File: src/rtl/vga_frame_sequencer.sv
// Column/row timing generator for the VGA path: raw syncs, active flag, frame pulses,
// frame-boundary start/stop and a shadowed configuration word applied between frames.
module vga_frame_sequencer #(
    parameter int TOTAL_COLS  = 800,
    parameter int TOTAL_ROWS  = 525,
    parameter int ACTIVE_COLS = 640,
    parameter int ACTIVE_ROWS = 480,
    parameter int CFG_WIDTH   = 3
) (
    input  logic                 i_Clk,
    input  logic                 i_Rst_L,
    input  logic                 i_Start,
    input  logic                 i_Stop,
    input  logic                 i_Cfg_Valid,
    input  logic [CFG_WIDTH-1:0] i_Cfg_Data,
    output logic                 o_Cfg_Ready,
    output logic [CFG_WIDTH-1:0] o_Cfg,
    output logic                 o_HSync,
    output logic                 o_VSync,
    output logic [9:0]           o_Col_Count,
    output logic [9:0]           o_Row_Count,
    output logic                 o_Active,
    output logic                 o_Frame_Start,
    output logic [7:0]           o_Frame_Count,
    output logic                 o_Busy
);

    localparam logic [9:0] LAST_COL   = 10'(TOTAL_COLS - 1);
    localparam logic [9:0] LAST_ROW   = 10'(TOTAL_ROWS - 1);
    localparam logic [9:0] ACT_COLS   = 10'(ACTIVE_COLS);
    localparam logic [9:0] ACT_ROWS   = 10'(ACTIVE_ROWS);

    typedef enum logic [1:0] {
        ST_IDLE      = 2'd0,
        ST_RUN       = 2'd1,
        ST_STOP_PEND = 2'd2
    } state_t;

    state_t               state_r;
    state_t               state_nxt_s;
    logic [9:0]           col_r;
    logic [9:0]           row_r;
    logic [9:0]           col_nxt_s;
    logic [9:0]           row_nxt_s;
    logic [CFG_WIDTH-1:0] cfg_r;
    logic [CFG_WIDTH-1:0] shadow_r;
    logic                 shadow_full_r;
    logic [7:0]           frame_cnt_r;
    logic                 scanning_s;
    logic                 last_pix_s;
    logic                 xfer_s;

    assign scanning_s = (state_r != ST_IDLE);
    assign last_pix_s = scanning_s && (col_r == LAST_COL) && (row_r == LAST_ROW);
    assign xfer_s     = i_Cfg_Valid && !shadow_full_r;

    // Next-state selection; a start request always overrides a pending stop
    always_comb begin
        state_nxt_s = state_r;
        case (state_r)
            ST_IDLE: begin
                if (i_Start) begin
                    state_nxt_s = ST_RUN;
                end else begin
                    state_nxt_s = ST_IDLE;
                end
            end
            ST_RUN: begin
                if (i_Stop && !i_Start) begin
                    state_nxt_s = ST_STOP_PEND;
                end else begin
                    state_nxt_s = ST_RUN;
                end
            end
            ST_STOP_PEND: begin
                if (i_Start) begin
                    state_nxt_s = ST_RUN;
                end else if (last_pix_s) begin
                    state_nxt_s = ST_IDLE;
                end else begin
                    state_nxt_s = ST_STOP_PEND;
                end
            end
            default: begin
                state_nxt_s = ST_IDLE;
            end
        endcase
    end

    // Raster counter advance; the final-pixel wrap lands on 0,0 which doubles as the idle value
    always_comb begin
        col_nxt_s = col_r;
        row_nxt_s = row_r;
        if (scanning_s) begin
            if (col_r == LAST_COL) begin
                col_nxt_s = 10'd0;
                if (row_r == LAST_ROW) begin
                    row_nxt_s = 10'd0;
                end else begin
                    row_nxt_s = row_r + 10'd1;
                end
            end else begin
                col_nxt_s = col_r + 10'd1;
                row_nxt_s = row_r;
            end
        end else begin
            col_nxt_s = 10'd0;
            row_nxt_s = 10'd0;
        end
    end

    // State and raster counter registers
    always_ff @(posedge i_Clk or negedge i_Rst_L) begin
        if (!i_Rst_L) begin
            state_r <= ST_IDLE;
            col_r   <= 10'd0;
            row_r   <= 10'd0;
        end else begin
            state_r <= state_nxt_s;
            col_r   <= col_nxt_s;
            row_r   <= row_nxt_s;
        end
    end

    // Config path: direct load when idle, otherwise staged in the shadow until the last pixel.
    // A word caught on the stopping frame's last pixel is drained from the shadow once idle.
    always_ff @(posedge i_Clk or negedge i_Rst_L) begin
        if (!i_Rst_L) begin
            cfg_r         <= {CFG_WIDTH{1'b0}};
            shadow_r      <= {CFG_WIDTH{1'b0}};
            shadow_full_r <= 1'b0;
        end else if (!scanning_s) begin
            if (shadow_full_r) begin
                cfg_r         <= shadow_r;
                shadow_full_r <= 1'b0;
            end else if (xfer_s) begin
                cfg_r <= i_Cfg_Data;
            end
        end else begin
            if (last_pix_s && shadow_full_r) begin
                cfg_r         <= shadow_r;
                shadow_full_r <= 1'b0;
            end else if (xfer_s) begin
                shadow_r      <= i_Cfg_Data;
                shadow_full_r <= 1'b1;
            end
        end
    end

    // Completed-frame counter, natural 8-bit wrap
    always_ff @(posedge i_Clk or negedge i_Rst_L) begin
        if (!i_Rst_L) begin
            frame_cnt_r <= 8'd0;
        end else if (last_pix_s) begin
            frame_cnt_r <= frame_cnt_r + 8'd1;
        end
    end

    assign o_Cfg_Ready   = !shadow_full_r;
    assign o_Cfg         = cfg_r;
    assign o_Col_Count   = col_r;
    assign o_Row_Count   = row_r;
    assign o_Frame_Count = frame_cnt_r;
    assign o_Busy        = scanning_s;
    assign o_HSync       = scanning_s ? (col_r < ACT_COLS) : 1'b1;
    assign o_VSync       = scanning_s ? (row_r < ACT_ROWS) : 1'b1;
    assign o_Active      = scanning_s && (col_r < ACT_COLS) && (row_r < ACT_ROWS);
    assign o_Frame_Start = scanning_s && (col_r == 10'd0) && (row_r == 10'd0);

endmodule

File: config.mk
export PLATFORM = sky130hd
export DESIGN_NAME = vga_frame_sequencer
export DESIGN_NICKNAME = d
export VERILOG_FILES = /design/src/rtl/vga_frame_sequencer.sv
export SDC_FILE = /design/constraint.sdc
export NUM_CORES = 1
export LEC_CHECK = 0
export CAP_MARGIN = 20
export CORE_MARGIN = 2
export CORE_UTILIZATION = 35
export DETAILED_ROUTE_END_ITERATION = 10
export SETUP_SLACK_MARGIN = 0.02
export SLEW_MARGIN = 20
export SYNTH_ARGS = -nofsm -noshare
export SYNTH_HDL_FRONTEND = slang
export SYNTH_SLANG_ARGS = --single-unit
export TNS_END_PERCENT = 5
File: constraint.sdc
create_clock -name i_Clk -period 2.17 [get_ports i_Clk]
set_input_delay 0.651 -clock i_Clk [delete_from_list [all_inputs] [get_ports i_Clk]]
set_output_delay 0.651 -clock i_Clk [all_outputs]
set_load 0.05 [all_outputs]
[Yosys cells after proc, flatten, opt, wreduce, memory -nomap -nowiden]
Index checks and enable logic that the tools add are counted.
Word-level totals
  flip-flop bits (word level): 37
  input bits: 8
  output and inout port bits: 37
Operators by class
  add/sub/neg operators: 3
  $lt $le $gt $ge: 2
  equal/unequal tests: 7
  muxes and demuxes: 19
  bitwise logic cells: 1
  reduce and logical (&&, ||, !) cells: 18
Operators by type and width (number)
  2-to-1 mux 10 bit: 5
  adder 10 x 1 -> 10 bit, second input constant: 2
  == test 10 bit, second input constant: 2
  logical NOT 10 bit: 2
  2-to-1 mux 3 bit: 4
  < comparator 10 bit, second input constant: 1
  < comparator 10 x 9 -> 1 bit, second input constant: 1
  logical AND 1 bit: 9
  adder 8 x 1 -> 8 bit, second input constant: 1
  2-to-1 mux 1 bit: 6
  2-to-1 mux 2 bit: 3
  one-hot mux 2 bit (3 select lines): 1
  inequality test 2 x 1 -> 1 bit, second input constant: 2
  inequality test 3 x 1 -> 1 bit, second input constant: 1
  AND reduction 3 bit: 1
  nonzero test 3 bit: 1
  == test 2 x 1 -> 1 bit, second input constant: 1
  == test 2 bit, second input constant: 1
  logical NOT 1 bit: 2
  logical NOT 2 bit: 1
  AND reduction 2 bit: 1
  nonzero test 2 bit: 1
  inverter 1 bit: 1

[Logic depth before layout (Yosys ltp)]
  depth in word-level cells: 6
  mapped depth: 7

[Worst setup path before layout]
OpenSTA, ideal clock, no wires.
  path type: reg2out
  from: register row_r[7], in the netlist o_Row_Count[7]
  to: output o_Active
  data arrival time: 2514 ps
  data required time: 1519 ps
  slack: -995 ps
  cell stages (with the launch flop): 4
  buffers on the path: 0
  cells stage by stage: dfrtp_1 and2_1 and3_1 nor4_1
Between the ends
  word-level cells in the longest chain between the ends: 2
Ends and longest elaborated chain
  start, declared: RTL line 42  | logic [9:0] row_r;
  start signal, assigned: RTL line 121  | row_r <= row_nxt_s;
  < comparator 10 x 9 -> 1 bit: RTL line 167  | assign o_Active = scanning_s && (col_r < ACT_COLS) && (row_r < ACT_ROWS);
  logical AND 1 bit: RTL line 167
  end, declared: RTL line 22  | output logic o_Active,
No other way between the ends.

[Final worst setup path]
  from: register row_r[7], in the netlist o_Row_Count[7]
  to: output o_Frame_Start
Between the ends
  word-level cells in the longest chain between the ends: 2
Ends and longest elaborated chain
  logical NOT 10 bit: RTL line 168  | assign o_Frame_Start = scanning_s && (col_r == 10'd0) && (row_r == 10'd0);
  logical AND 1 bit: RTL line 168
  end, declared: RTL line 23  | output logic o_Frame_Start,
No other way between the ends.

==> flow_metrics.env <==
export IMPL_num_rows=27
export IMPL_die_h_um=80.0
export IMPL_syn_avg_cell_area_um2=10.7
export IMPL_met2_usage_pct=25.3
export IMPL_synth_compound_area_share_pct=9.11
export IMPL_synth_async_sr_flop_share_pct=100
export IMPL_via_per_inst=5.22
export IMPL_drc=0
export IMPL_grt_max_degree=38
export IMPL_power_frac_clock_pct=27.5
export IMPL_dp_hpwl_um=3230
export IMPL_crit_buf_inv=1
export IMPL_p_int_mw=1.41
export IMPL_cts_buffers=5
export IMPL_wl_um=4620
export IMPL_path_class="reg2out"
export IMPL_ios=45
export IMPL_max_cap_violations=0
export IMPL_arrival_ns=1.60
export IMPL_place_area_mm2=0.00254
export IMPL_area_growth_pct=36.5
export IMPL_grt_pass1_vias=1622
export IMPL_pwr_share_seq_pct=38.7
export IMPL_post_route_util_pct=49.8
export IMPL_cp_required_ns=1.52
export IMPL_use_met1_pct=21.7
export IMPL_drt_iter0_drc=85
export IMPL_track_usage_pct=16.3
export IMPL_setup_violations=1
export IMPL_p_comb_share_pct=33.8
export IMPL_antenna_left=0
export IMPL_num_vias=1660
export IMPL_die_w_um=80.0
export IMPL_crit_fanout=5
export IMPL_status="finished, violations left"
export IMPL_synth_edf_count=0
export IMPL_first_pass_iters=4
export IMPL_grt_use_met3_pct=4.30
export IMPL_clock_latency_ns=0.30
export IMPL_finalInstanceArea_mm2=0.00276
export IMPL_coreArea_mm2=0.00554
export IMPL_cts_buffer_depth=2
export IMPL_netlist_instances=189
export IMPL_p_per_area_mw_per_mm2=788
export IMPL_switchingPower_uw=761
export IMPL_relSlewSlack_pct=56.6
export IMPL_hold_viol=0
export IMPL_initial_core_util_pct=36.4
export IMPL_cts_clk_slew_worst_paths_ns=0.09
export IMPL_antenna_found_initial=0
export IMPL_grt_first_pass_wirelength_um=7960
export IMPL_max_stage_delay_ns=0.45
export IMPL_critical_path_cell_chain="nor4_4, nand2_1, nor3_4, buf_12"
export IMPL_yosys_warnings=0
export IMPL_rsz0062_at_grt="yes"
export IMPL_pre_cts_ws_ns=0.131
export IMPL_startpoint_type="flip-flop"
export IMPL_synth_seq_area_share_pct=45.8
export IMPL_max_freq_ghz=0.445
export IMPL_drive_gt1_share_pct=40.2
export IMPL_hp_class="reg2reg"
export IMPL_multi_input_area_mm2=0.00110
export IMPL_tns_ns=-0.0774
export IMPL_cp_end_kind="output pin"
export IMPL_synth_seq_cells=37
export IMPL_synth_mux_area_share_pct=6.13
export IMPL_fin_crit_sh_pct=104
export IMPL_n_fill_cell=537
export IMPL_h_tree_depth=2
export IMPL_synthesis_area_mm2=0.00202
export IMPL_synth_fa_ha_area_share_pct=3.10
export IMPL_ir_worst_vdd_uv=641
export IMPL_power_total_mw=2.17
export IMPL_synth_simple_area_share_pct=25.6
export IMPL_seq_area_um2=937
export IMPL_cp_top_family="simple AND/OR/NAND/NOR gates"
export IMPL_diodes=0
export IMPL_nets=258
export IMPL_synth_xor_area_share_pct=6.51
export IMPL_cts_tree="yes"
export IMPL_port_buffers=44
export IMPL_fin_skew_ns=0.0149
export IMPL_clock_sinks=37
export IMPL_p_sw_share_pct=35.0
export IMPL_synth_fp_nets=202
export IMPL_ys_flop_type="dfrtp_1"
export IMPL_busiest_layer="met2"
export IMPL_tightest_slew_ns=0.648
export IMPL_violations="setup timing"
export IMPL_setup_ws_ns=-0.0774
export IMPL_ctsHoldBuffers=0
export IMPL_root_buffer="clkbuf_8"
export IMPL_slew_violations=0
export IMPL_die_area_mm2=0.00639
export IMPL_synth_top_family_by_area="simple AND/OR/NAND/NOR gates"
export IMPL_place_congestion=0.800
export IMPL_grt_overflow_total=0
export IMPL_synth_cell_types=42
export IMPL_wire_per_inst_um=14.5
export IMPL_p_leak_nw=1.27
export IMPL_post_route_min_period_ns=2.25
export IMPL_critPathSlowestCell="dfrtp_2"
==> per-stage QoR <==
stage / instances / hold WS [ns]
4_1_cts: 313 / 0.479
6_report: 318 / 0.472
2_1_floorplan: 189 / 0.355
3_3_place_gp: 303 / 0.460
5_1_grt: 318 / 0.496
3_5_place_dp: 303 / 0.467
==> flip-flops by register name (all words and copies together) (netlist names) <==
| name | cells |
|---|---|
| o_Cfg | 3 |
| o_Col_Count | 10 |
| o_Frame_Count | 8 |
| o_Row_Count | 10 |
| shadow_full_r | 1 |
| shadow_r | 3 |
| state_r | 2 |
==> synthesized netlist by cell type, types with 5 or more instances <==
| library cell | n | area share, % |
|---|---|---|
| dfrtp_1 | 37 | 46 |
| nand4_1 | 6 | 1.9 |
| xnor2_1 | 6 | 2.6 |
| and3_1 | 5 | 1.5 |
| a31oi_1 | 6 | 1.9 |
| inv_1 | 6 | 1.1 |
| nor2_1 | 14 | 2.6 |
| nand2_1 | 11 | 2.0 |
| xor2_1 | 9 | 3.9 |
| ha_1 | 5 | 3.1 |
| a21oi_1 | 5 | 1.2 |
| nor3_1 | 5 | 1.2 |
| nand3_1 | 11 | 2.7 |
| mux2_2 | 11 | 6.1 |
| o21ai_0 | 5 | 1.2 |
==> routing by layer <==
layer  vias up  wire [um]
met4         0         82
met5         -          0
met1       817       2140
li1        806          -
met3         6        191
met2        31       2200
==> cell usage in the layout, fill, tap and decap left out, drive strengths merged, types with 4 or more instances in the layout <==
| master | n |
|---|---|
| a31oi | 6 |
| nand4 | 7 |
| nor4 | 6 |
| a21oi | 5 |
| dfrtp | 37 |
| or3 | 4 |
| buf | 45 |
| o21ai | 6 |
| inv | 7 |
| ha | 5 |
| mux2 | 11 |
| clkbuf | 6 |
| xor2 | 9 |
| xnor2 | 6 |
| and3 | 5 |
| clkdlybuf4s50 | 10 |
| nor2 | 16 |
| nor3 | 7 |
| nand3 | 12 |
| nand2 | 11 |
==> power by group through the flow <==
stage / sequential, mW / combinational (mW) / clock, mW
2_1_floorplan: 1.04 / 0.257 / 0
3_5_place_dp: 0.858 / 0.677 / 0
4_1_cts: 0.841 / 0.748 / 0.613
5_1_grt: 0.856 / 0.790 / 0.643
3_3_place_gp: 0.856 / 0.674 / 0
6_report: 0.841 / 0.735 / 0.597
==> worst register-to-register path, stage by stage, from the launching register on <==
cell	delay (ns)
dfrtp_2	0.37
buf_4	0.13
ha_1	0.19
and4_2	0.35
nand4_1	0.11
o21ai_1	0.32
mux2_2	0.38
==> worst paths after layout <==
check                                       from                to  slack (ns)  depth (start not counted)
max in group asynchronous                i_Rst_L    o_Row_Count[6]        1.05                          2
worst max-delay path              o_Row_Count[7]     o_Frame_Start       -0.08                          4
worst min-delay path            o_Frame_Count[7]  o_Frame_Count[7]        0.47                          1
min in group asynchronous                i_Rst_L    o_Row_Count[9]        0.76                          2
worst max register to register    o_Col_Count[0]          o_Cfg[0]        0.21                          6
worst min register to register  o_Frame_Count[7]  o_Frame_Count[7]        0.47                          1
==> layout make-up <==
type                            instances  share of cell area, %
Sequential cell                        37                   34.0
Clock inverter                          2                   1.27
Inverter                                7                   1.04
Timing Repair Buffer                   55                   17.7
Tap cell                               72                   3.27
Clock buffer                            6                   2.63
Multi-Input combinational cell        139                   40.1
==> logic make-up after synthesis <==
family                   Yosys count
buffers and inverters             13
AO/OA/AOI/OAI                     28
flip-flops                        37
XOR/XNOR                          15
multiplexers                      11
adder cells (fa/ha/maj)            5
AND/OR/NAND/NOR                   80
==> timing repair <==
action	in CTS	in global routing
gates cloned	0	0
setup buffers	2	5
pin swaps	6	3
resized for setup	8	6
endpoints found under the setup margin	4	10
hold endpoints to repair	0	0
No activity file was read; power rests on OpenSTA's default activity.
